<file path="src/rtl/calc_cmd_parser.sv">
// ASCII command parser: turns "<A><op><B>=" byte streams into operands and an opcode.
// Optional macro CALC_CLEAR_KEY_EN makes 'C'/'c' abort a partial parse silently.
module calc_cmd_parser #(
    parameter int WIDTH      = 16,
    parameter int MAX_DIGITS = 5
) (
    input  logic             clk,
    input  logic             reset,
    input  logic [7:0]       data,
    input  logic             rxdDataReady,
    output logic [WIDTH-1:0] operandA,
    output logic [WIDTH-1:0] operandB,
    output logic [1:0]       opcode,
    output logic             cmdValid,
    input  logic             cmdAck,
    output logic             cmdError,
    output logic             overrun
);
    localparam int CW = $clog2(MAX_DIGITS + 1);

    typedef enum logic [2:0] {IDLE, OPA, OPB_WAIT, OPB, HOLD} state_t;

    state_t           state, stateNext;
    logic [WIDTH-1:0] acc, accNext, opANext, opBNext;
    logic [CW-1:0]    cnt, cntNext;
    logic [1:0]       opNext, opDec;
    logic             errNext, ovrNext;
    logic             isDigit, isOp, isTerm, isSpace, isClear;
    logic             fail, abort, accOvf;
    logic [3:0]       digit;
    logic [WIDTH+3:0] prod;

    assign isDigit = (data >= 8'h30) && (data <= 8'h39);
    assign isOp    = (data == 8'h2B) || (data == 8'h2D) || (data == 8'h2A) || (data == 8'h2F);
    assign isTerm  = (data == 8'h3D) || (data == 8'h0D);
    assign isSpace = (data == 8'h20);
`ifdef CALC_CLEAR_KEY_EN
    assign isClear = (data == 8'h43) || (data == 8'h63);
`else
    assign isClear = 1'b0;
`endif

    assign digit  = data[3:0];
    assign prod   = ({4'b0000, acc} << 3) + ({4'b0000, acc} << 1) + (WIDTH+4)'(digit);
    // Overflow covers both value range and the digit-count limit (leading zeros included).
    assign accOvf = (prod[WIDTH+3:WIDTH] != '0) || (cnt == CW'(MAX_DIGITS));

    always_comb begin
        opDec = 2'b00;
        case (data)
            8'h2D:   opDec = 2'b01;
            8'h2A:   opDec = 2'b10;
            8'h2F:   opDec = 2'b11;
            default: opDec = 2'b00;
        endcase
    end

    assign cmdValid = (state == HOLD);

    always_comb begin
        stateNext = state;
        accNext   = acc;
        cntNext   = cnt;
        opANext   = operandA;
        opBNext   = operandB;
        opNext    = opcode;
        errNext   = 1'b0;
        ovrNext   = 1'b0;
        fail      = 1'b0;
        abort     = 1'b0;
        if (state == HOLD) begin
            if (rxdDataReady) ovrNext = 1'b1;
            if (cmdAck) stateNext = IDLE;
        end else if (rxdDataReady && !isSpace) begin
            if (isClear) begin
                abort = 1'b1;
            end else begin
                case (state)
                    IDLE, OPB_WAIT: begin
                        if (isDigit) begin
                            accNext = WIDTH'(digit);
                            cntNext = CW'(1);
                            if (state == IDLE) stateNext = OPA;
                            else               stateNext = OPB;
                        end else begin
                            fail = 1'b1;
                        end
                    end
                    OPA, OPB: begin
                        if (isDigit) begin
                            if (accOvf) begin
                                fail = 1'b1;
                            end else begin
                                accNext = prod[WIDTH-1:0];
                                cntNext = cnt + CW'(1);
                            end
                        end else if (state == OPA && isOp) begin
                            opANext   = acc;
                            opNext    = opDec;
                            accNext   = '0;
                            cntNext   = '0;
                            stateNext = OPB_WAIT;
                        end else if (state == OPB && isTerm) begin
                            opBNext   = acc;
                            accNext   = '0;
                            cntNext   = '0;
                            stateNext = HOLD;
                        end else begin
                            fail = 1'b1;
                        end
                    end
                    default: fail = 1'b1;
                endcase
            end
        end
        if (fail || abort) begin
            stateNext = IDLE;
            accNext   = '0;
            cntNext   = '0;
            errNext   = fail;
        end
    end

    always_ff @(posedge clk or negedge reset) begin
        if (!reset) begin
            state    <= IDLE;
            acc      <= '0;
            cnt      <= '0;
            operandA <= '0;
            operandB <= '0;
            opcode   <= '0;
            cmdError <= 1'b0;
            overrun  <= 1'b0;
        end else begin
            state    <= stateNext;
            acc      <= accNext;
            cnt      <= cntNext;
            operandA <= opANext;
            operandB <= opBNext;
            opcode   <= opNext;
            cmdError <= errNext;
            overrun  <= ovrNext;
        end
    end
endmodule

</file>
<file path="config.mk">
export PLATFORM = sky130hd
export DESIGN_NAME = calc_cmd_parser
export DESIGN_NICKNAME = d
export VERILOG_FILES = /design/src/rtl/calc_cmd_parser.sv
export SDC_FILE = /design/constraint.sdc
export NUM_CORES = 1
export LEC_CHECK = 0
export CELL_PAD_IN_SITES_DETAIL_PLACEMENT = 0
export CELL_PAD_IN_SITES_GLOBAL_PLACEMENT = 1
export CORE_MARGIN = 3
export CORE_UTILIZATION = 35
export DETAILED_ROUTE_END_ITERATION = 8
export PLACE_DENSITY = 0.74
export SYNTH_ARGS = -nofsm -noshare
export SYNTH_HDL_FRONTEND = slang
export SYNTH_SLANG_ARGS = --single-unit
</file>
<file path="constraint.sdc">
create_clock -name clk -period 2.95 [get_ports clk]
set_input_delay 0.4425 -clock clk [delete_from_list [all_inputs] [get_ports clk]]
set_output_delay 0.4425 -clock clk [all_outputs]
set_load 0.02 [all_outputs]
</file>
==> results of run 1 <==
-- critical path, cell delays in order --
cell and delay (ns):
clkdlybuf4s50_1 0.44, ha_1 0.22, ha_2 0.19, fa_2 0.41, a211oi_4 0.25, o21ai_2 0.10, and3_4 0.18, o311ai_4 0.22
a31oi_2 0.09, a2111oi_4 0.39, buf_4 0.18, nor3_4 0.04, buf_6 0.14, a211oi_2 0.16
-- stage by stage --
step                      util [%]  cell area, µm²  std cells  setup slack (ns)
after detailed placement      48.3            4810        594            -0.860
after global routing          53.2            5290        618            -0.396
after CTS                     51.4            5120        613            -0.253
after floorplan                  -            3670        352           -0.0863
final                         53.2            5290        618            -0.255
after global placement        48.3            4810        594            -0.778
-- state kept, by name, summed over array words and instances (netlist names) --
name      flops
acc          16
cnt           3
operandA     16
cmdError      1
opcode        2
overrun       1
operandB     16
state         3
-- layout make-up --
cell class	instances	share of cell area, %
clock buffer	11	2.67
clock inverter	5	0.568
inverter	9	0.638
multi-input combinational	273	44.5
sequential	58	27.4
tap	133	3.14
timing repair buffer	129	21.0
-- final timing paths --
path	depth (start not counted)	slack [ns]	to	from
hold reg to reg	2	0.49	operandB[0]	operandB[0]
hold / removal	1	0.02	operandA[14]	reset
min in group clk	2	0.49	operandB[0]	operandB[0]
max in group asynchronous	2	2.02	acc[9]	reset
setup / recovery	14	-0.25	acc[0]	data[1]
setup reg to reg	12	-0.25	acc[0]	acc[12]
-- routing by layer --
metal	GRT usage (%)	vias up	wire length [µm]
met3	3.40	13	281
li1	-	1546	-
met5	0	-	0
met1	23.5	1585	4700
met2	30.5	52	4970
met4	5.05	0	102
-- cells by family after synthesis --
| family | count (synthesis) | synth area share, % |
|---|---|---|
| compound gates | 88 | 17.1 |
| xor+xnor | 13 | 3.13 |
| fa+ha+maj | 35 | 12.4 |
| buf+inv | 21 | 2.75 |
| flops | 58 | 39.9 |
| mux | 35 | 10.7 |
| simple gates | 102 | 14.0 |
-- what timing repair did --
action,CTS,global route
setup buffers,3,5
hold buffers,0,0
pin swaps,25,9
gates resized for setup,32,29
endpoints found under the setup margin,23,23
-- Yosys cell counts (4+ instances only) --
library cell,instances,share of area (%)
a21o_1,5,1.0
a21oi_1,21,2.9
and2_1,6,1.0
clkbuf_1,5,0.52
dfrtp_1,58,40
ha_1,33,11
inv_1,9,0.93
mux2_2,32,9.9
nand2_1,34,3.5
nand2b_1,6,1.0
nand3_1,7,0.96
nor2_1,21,2.2
nor3_1,6,0.83
o21a_1,4,0.83
o21ai_0,21,2.9
o31ai_1,6,1.2
xnor2_1,7,1.7
xor2_1,6,1.4
-- power groups by stage --
stage          Sequential (µW)  Combinational [µW]  Clock, µW
4_1_cts                    820                 268        679
6_report                   820                 278        654
3_3_place_gp               834                 239          0
5_1_grt                    821                 312        704
3_5_place_dp               835                 244          0
2_1_floorplan              842                 120          0
==> out/results.tsv, run 1 <==
stage	metric	value	unit
sta	Final Hold Viols	0	
floorplanning	die height	108	µm
sta	Tightest Pin Transition	0.644	ns
yosys	Seq cells post-synth	58	
placement	placed wire-length estimate	7.35	mm
yosys	asr flop ratio synth	100	%
route	Iteration-0 DRC Markers	85	
setup_path	Worst EP arrival	3.47	ns
finish	commonest non-fill, non-tap cell in the layout	buf_4	
sta	minimum clock period	3.20	ns
sta	final worst slack	-0.255	ns
sta	Hold Slack	0.0152	ns
global_routing	vias in the first global route	3317	
sta	Setup TNS Final	-3.51	ns
sta	skew final	0.0101	ns
clocking	CTS root buffer	clkbuf_8	
finish	final net count	527	
yosys	Mapped Area	0.00364	mm²
finish	register area	0.00145	mm²
floorplanning	Rows	36	
power	sequential power share	46.8	%
power	pwr/cell area	331	mW/mm²
worst_hold_path	hold crit path type	input port to async pin	
finish	footprint of the multi-input gates	0.00236	mm²
clocking	clk slew on worst S/H paths	0.07	ns
yosys	number of synthesized flops with an enable pin	0	
floorplanning	die extent in x	108	µm
route	DR vias	3196	
placement	GP Congestion	0.849	
sta	Final Max Slew Viols	0	
power	switch share	28.0	%
yosys	sequential share of the synthesized area	39.9	%
power	clock power share	37.3	%
floorplanning	Initial Util	36.6	%
clocking	Inserted Clock Buffers	9	
clocking	TritonCTS clock tree	built	
yosys	Avg Cell Area, Syn	10.3	µm²
global_routing	initial antenna violation count	0	
floorplanning	Core ar.	0.00995	mm²
power	combinational power share	15.9	%
sta	unrepaired setup endpoints after global routing	true	
sta	endpoints failing setup	23	
clocking	CTS Buffer Depth	2	
sta	Highest Clock Rate	312	MHz
yosys	Yosys Warn Count	0	
route	routed wire length	10.1	mm
power	Tot Pwr	1750	µW
setup_path	worst-path fanout max	5	
global_routing	GRT Util Overall	18.0	%
finish	Ant. Diodes	0	
yosys	Top FF cell, synth	dfrtp_1	
sta	final period utilization	109	%
placement	PortBufs	48	
clocking	Clock Latency Late Sink	0.34	ns
finish	# fillers	917	
finish	Layout area overhead	45.4	%
global_routing	pin count of the biggest net entering global routing	44	
finish	layout cells sized above 1	37.9	%
setup_path	CP Class	input port to flop	
clocking	Clock Sinks	58	
run_status	status	complete, but fails checks	
route	drt drc	0	
yosys	net count after synthesis	399	
clocking	H-tree Lvls	3	
global_routing	first-pass GRT wire length	16.5	mm
route	DR pass1 iterations	6	
setup_path	startpoint type of the worst setup path	input port	
sta	relative slew slack	56.9	%
yosys	Distinct cells, synth	54	
floorplanning	io pins	49	
finish	most frequent cells in the layout	75 x buf_4, 58 x dfrtp_1, 45 x clkdlybuf4s50_1	
power	LEAKAGE	0.00248	µW
yosys	Syn Inst Count	352	
global_routing	global route overflow	0	
route	Routed Antenna Nets	0	
run_status	failing checks	setup timing	
floorplanning	DIE AREA	0.0117	mm²
route	DR vias/cell	5.17	
setup_path	Critical Path RT	3.22	ns
power	Internal Dissipation	1260	µW
setup_path	nature of the critical path endpoint	flop	
power	net switching power	491	µW
power	Max VDD drop	0.188	mV
job	Max-cap violations	0	
route	Avg WL per Cell	16.3	µm
Note: power is estimated with default switching activity, not from simulation.
==> inputs of run 2 (changes only) <==
Settings changed: SKIP_CTS_REPAIR_TIMING set to 1.
==> run 2 against run 1 <==
  * The run still ends with setup timing left
  * First-iteration DRC count grew 16%
  * Combinational power fell by 5%
  * Total power decreased by 0.89%
  * Critical path depth fell by 1
  * Worst setup slack worse by 0.075 ns
  * Critical endpoint is now acc[5]
  * Highest routed layer unchanged
==> out/results.tsv, run 2 (same netlist as run 1, synthesis figures left out) <==
stage	metric	value	unit
run_status	status	complete, but fails checks	
run_status	failing checks	setup timing	
placement	PortBufs	48	
clocking	CTS root buffer	clkbuf_8	
sta	endpoints failing setup	23	
sta	minimum clock period	3.28	ns
floorplanning	die extent in x	108	µm
placement	GP Congestion	0.849	
worst_hold_path	hold crit path type	input port to async pin	
setup_path	startpoint type of the worst setup path	flop	
setup_path	Critical Path RT	3.22	ns
clocking	Inserted Clock Buffers	9	
finish	layout cells sized above 1	33.5	%
route	DR vias/cell	5.16	
sta	Highest Clock Rate	305	MHz
finish	final net count	522	
sta	final period utilization	111	%
route	Avg WL per Cell	16.1	µm
job	Max-cap violations	0	
power	LEAKAGE	0.00246	µW
clocking	H-tree Lvls	3	
global_routing	initial antenna violation count	0	
setup_path	nature of the critical path endpoint	flop	
clocking	TritonCTS clock tree	built	
route	DR vias	3163	
setup_path	r2r setup slk	-0.33	ns
setup_path	cells on worst reg2reg path	13	
global_routing	GRT Util Overall	17.5	%
global_routing	first-pass GRT wire length	16.1	mm
clocking	CTS Buffer Depth	2	
clocking	clk slew on worst S/H paths	0.07	ns
sta	Setup TNS Final	-5.83	ns
route	Iteration-0 DRC Markers	99	
placement	Post-Place Setup Slack	-0.860	ns
route	routed wire length	9.86	mm
finish	fin area	0.00518	mm²
sta	Final Max Slew Viols	0	
sta	final worst slack	-0.330	ns
sta	Final Hold Viols	0	
setup_path	worst-path fanout max	5	
sta	Tightest Pin Transition	0.626	ns
floorplanning	die height	108	µm
floorplanning	io pins	49	
route	drt drc	0	
placement	placed wire-length estimate	7.35	mm
setup_path	Worst EP arrival	3.55	ns
global_routing	global route overflow	0	
floorplanning	DIE AREA	0.0117	mm²
finish	# fillers	930	
floorplanning	Core ar.	0.00995	mm²
finish	commonest non-fill, non-tap cell in the layout	buf_4	
clocking	Clock Latency Late Sink	0.35	ns
global_routing	vias in the first global route	3266	
clocking	Clock Sinks	58	
sta	skew final	0.0108	ns
placement	area of placed instances	0.00481	mm²
sta	Hold Slack	0.0121	ns
route	DR pass1 iterations	4	
finish	Regs by FF count	acc x16, operandA x16, operandB x16	
floorplanning	Initial Util	36.6	%
finish	most frequent cells in the layout	72 x buf_4, 58 x dfrtp_1, 45 x clkdlybuf4s50_1	
global_routing	pin count of the biggest net entering global routing	44	
sta	relative slew slack	58.2	%
route	Routed Antenna Nets	0	
finish	Layout area overhead	42.3	%
power	Max VDD drop	0.189	mV
setup_path	CP Class	flop to flop	
power	pwr/cell area	335	mW/mm²
finish	Ant. Diodes	0	
sta	unrepaired setup endpoints after global routing	true	
floorplanning	Rows	36	
-- run 2: cell count changes in the layout (fill, tap and decap cells not counted), sizes merged --
cell	previous run	this run
buf	82	77
dlymetal6s2s	0	2
dlygate4sd2	2	0
-- run 2: worst max-delay path, stage by stage (launching register included) --
cell and delay (ns):
dfrtp_1 0.36, inv_2 0.05, fa_1 0.55, inv_2 0.07, fa_2 0.34, a211oi_2 0.28
o21ai_2 0.10, and3_4 0.19, o311ai_4 0.26, a31oi_2 0.09, a2111oi_4 0.46, buf_4 0.20
o21bai_4 0.10, o21ai_1 0.14
-- run 2: layout make-up --
type	instances	area (µm²)	share of cell area [%]
clock buffer	11	141	2.73
tap	133	166	3.21
sequential	58	1450	28.0
clock inverter	5	30.0	0.580
timing repair buffer	124	1080	20.9
inverter	9	33.8	0.652
multi-input combinational	273	2270	43.9
-- run 2: worst paths after layout --
check	start	end
setup reg to reg	acc[2]	acc[5]
setup / recovery	acc[2]	acc[5]
min in group clk	operandB[0]	operandB[0]
max in group asynchronous	reset	acc[9]
hold / removal	reset	operandA[13]
hold reg to reg	operandB[0]	operandB[0]
-- run 2: power by group --
part	internal, µW	switching, µW	total, µW
combinational	125	138	264
sequential	810	10.6	820
clock	323	330	653
-- run 2: through the flow --
stage | total power (µW) | utilization, % | std cells
after floorplan | 962 | - | 352
after global placement | 1070 | 48.3 | 594
after detailed placement | 1080 | 48.3 | 594
after CTS | 1750 | 50.0 | 610
after global routing | 1820 | 52.0 | 613
final | 1740 | 52.0 | 613
-- run 2: layer usage --
layer	up-vias	part of all wire, %	GRT usage (%)	wire [µm]
met2	77	49	29.1	4800
li1	1540	-	-	-
met5	-	0	0	0
met4	0	1.1	5.05	109
met3	12	4.7	3.40	459
met1	1534	45	23.3	4480
==> inputs of run 3 (changes only) <==
Settings changed: PLACE_DENSITY 0.74 to 0.71.
Clock period 2.95 ns to 3.58 ns, I/O delays scaled along.
==> run 3 against run 2 <==
  * The flow now finishes without violations
  * Non-clock buffer count shrank 47
  * Highest routed layer unchanged
  * Sequential share of layout area grew 2.9 points
  * Wire length shrank 9.0%
  * Largest cell class unchanged
  * First-iteration DRC count grew 48%
==> out/results.tsv, run 3 (same netlist as run 1, synthesis figures left out) <==
stage	metric	value	unit
global_routing	initial antenna violation count	0	
finish	commonest non-fill, non-tap cell in the layout	dfrtp_1	
clocking	CTS Buffer Depth	2	
route	routed wire length	8.97	mm
sta	final period utilization	95.6	%
setup_path	CP Class	input port to flop	
route	Avg WL per Cell	15.8	µm
global_routing	vias in the first global route	2909	
sta	relative slew slack	26.0	%
sta	Final Max Slew Viols	0	
route	Iteration-0 DRC Markers	147	
sta	minimum clock period	3.42	ns
setup_path	worst-path fanout max	5	
global_routing	most used routing layer	met2	
worst_hold_path	hold crit path type	input port to async pin	
finish	fin area	0.00470	mm²
setup_path	critical path's top delay family	adder cells	
setup_path	Worst EP arrival	3.63	ns
clocking	clk slew on worst S/H paths	0.07	ns
clocking	Clock Sinks	58	
sta	unrepaired setup endpoints after global routing	false	
sta	Final Hold Viols	0	
global_routing	met3 usage	3.10	%
run_status	status	completed	
global_routing	pin count of the biggest net entering global routing	48	
floorplanning	die height	108	µm
global_routing	GR Layer Usage met1	22.3	%
sta	Hold Slack	0.383	ns
sta	Setup TNS Final	0	ns
placement	PortBufs	48	
finish	Layout area overhead	29.2	%
power	LEAKAGE	0.00221	µW
floorplanning	die extent in x	108	µm
route	DR vias/cell	5.15	
finish	final net count	475	
floorplanning	Initial Util	36.6	%
global_routing	first-pass GRT wire length	14.8	mm
floorplanning	io pins	49	
power	Max VDD drop	0.167	mV
route	drt drc	0	
setup_path	startpoint type of the worst setup path	input port	
global_routing	GRT met2 Usage	25.4	%
clocking	CTS root buffer	clkbuf_8	
placement	GP Congestion	0.843	
clocking	TritonCTS clock tree	built	
route	DR pass1 iterations	4	
floorplanning	DIE AREA	0.0117	mm²
placement	placed wire-length estimate	6.49	mm
setup_path	CP bufs+invs	3	
sta	Highest Clock Rate	292	MHz
route	DR vias	2916	
finish	Ant. Diodes	0	
floorplanning	Core ar.	0.00995	mm²
sta	endpoints failing setup	0	
setup_path	Critical Path RT	3.79	ns
setup_path	Slowest cell on crit path	clkdlybuf4s50_1	
clocking	H-tree Lvls	3	
placement	area of placed instances	0.00441	mm²
placement	placed cell count	547	
finish	Post-Layout Cell Count	566	
global_routing	GRT Util Overall	16.1	%
sta	skew final	0.0106	ns
setup_path	sequence of cells on the critical path	clkdlybuf4s50_1 > ha_1 > ha_1 > fa_1 > a211oi_2 > o21ai_1 > and2_1 > a21boi_2 > mux2i_2 > a2111oi_4 > buf_4 > nor3_4 > buf_6 > o31ai_4	
floorplanning	Rows	36	
finish	layout cells sized above 1	22.4	%
global_routing	global route overflow	0	
setup_path	Top cell by count, worst path	ha_1	
setup_path	Crit path largest cell delay	0.44	ns
clocking	Inserted Clock Buffers	9	
power	pwr/cell area	331	mW/mm²
clocking	Clock Latency Late Sink	0.35	ns
setup_path	nature of the critical path endpoint	flop	
finish	most frequent cells in the layout	58 x dfrtp_1, 46 x clkdlybuf4s50_1, 34 x nand2_1	
sta	Tightest Pin Transition	1.11	ns
finish	Regs by FF count	acc x16, operandA x16, operandB x16	
job	Max-cap violations	0	
route	Routed Antenna Nets	0	
finish	# fillers	951	
run 3: changes by cell type in the layout (fill, tap and decap cells not counted), moves of 2 or more:
cell       delta
buf_4        -44
o21ai_0       +5
o31ai_1       +5
a21oi_1       +4
o31ai_4       -4
a21oi_2       -3
o21ai_2       -3
buf_12        -2
bufinv_16     +2
ha_1          +2
o21ai_1       -2
run 3: worst paths after layout:
kind,slack [ns],from,cells past startpoint,endpoint
setup / recovery,0.16,data[2],14,state[2]
hold reg to reg,0.50,operandB[0],2,operandB[0]
setup reg to reg,0.21,acc[2],15,state[2]
min in group clk,0.50,operandB[0],2,operandB[0]
hold / removal,0.38,reset,1,operandB[0]
max in group asynchronous,2.40,reset,2,operandA[14]
run 3: layout make-up:
class                           count  area (µm²)  area share, %
Clock buffer                       11         141           3.01
Clock inverter                      5        77.6           1.65
Inverter                            9        33.8          0.719
Multi-Input combinational cell    273        2130           45.3
Sequential cell                    58        1450           30.9
Tap cell                          133         166           3.54
Timing Repair Buffer               77         699           14.9
run 3: power by group:
part           internal, µW  total, µW  leakage, µW  switching, µW
clock                   409        685     0.000109            277
sequential              667        678     0.000795           11.0
combinational          89.5        191      0.00130            102
total                  1170       1550      0.00221            389
run 3: stage by stage:
stage	power, µW	utilization (%)	setup slack (ns)
floorplan	790	-	0.199
global placement	874	44.3	-0.455
detailed placement	877	44.3	-0.509
CTS	1570	46.5	-0.154
global route	1630	47.2	0.00341
finish	1550	47.2	0.158
run 3: layer usage:
layer  wire length [µm]  vias up
li1                   -     1447
met1               4390     1405
met2               4170       52
met3                267       12
met4                138        0
met5                  0        -
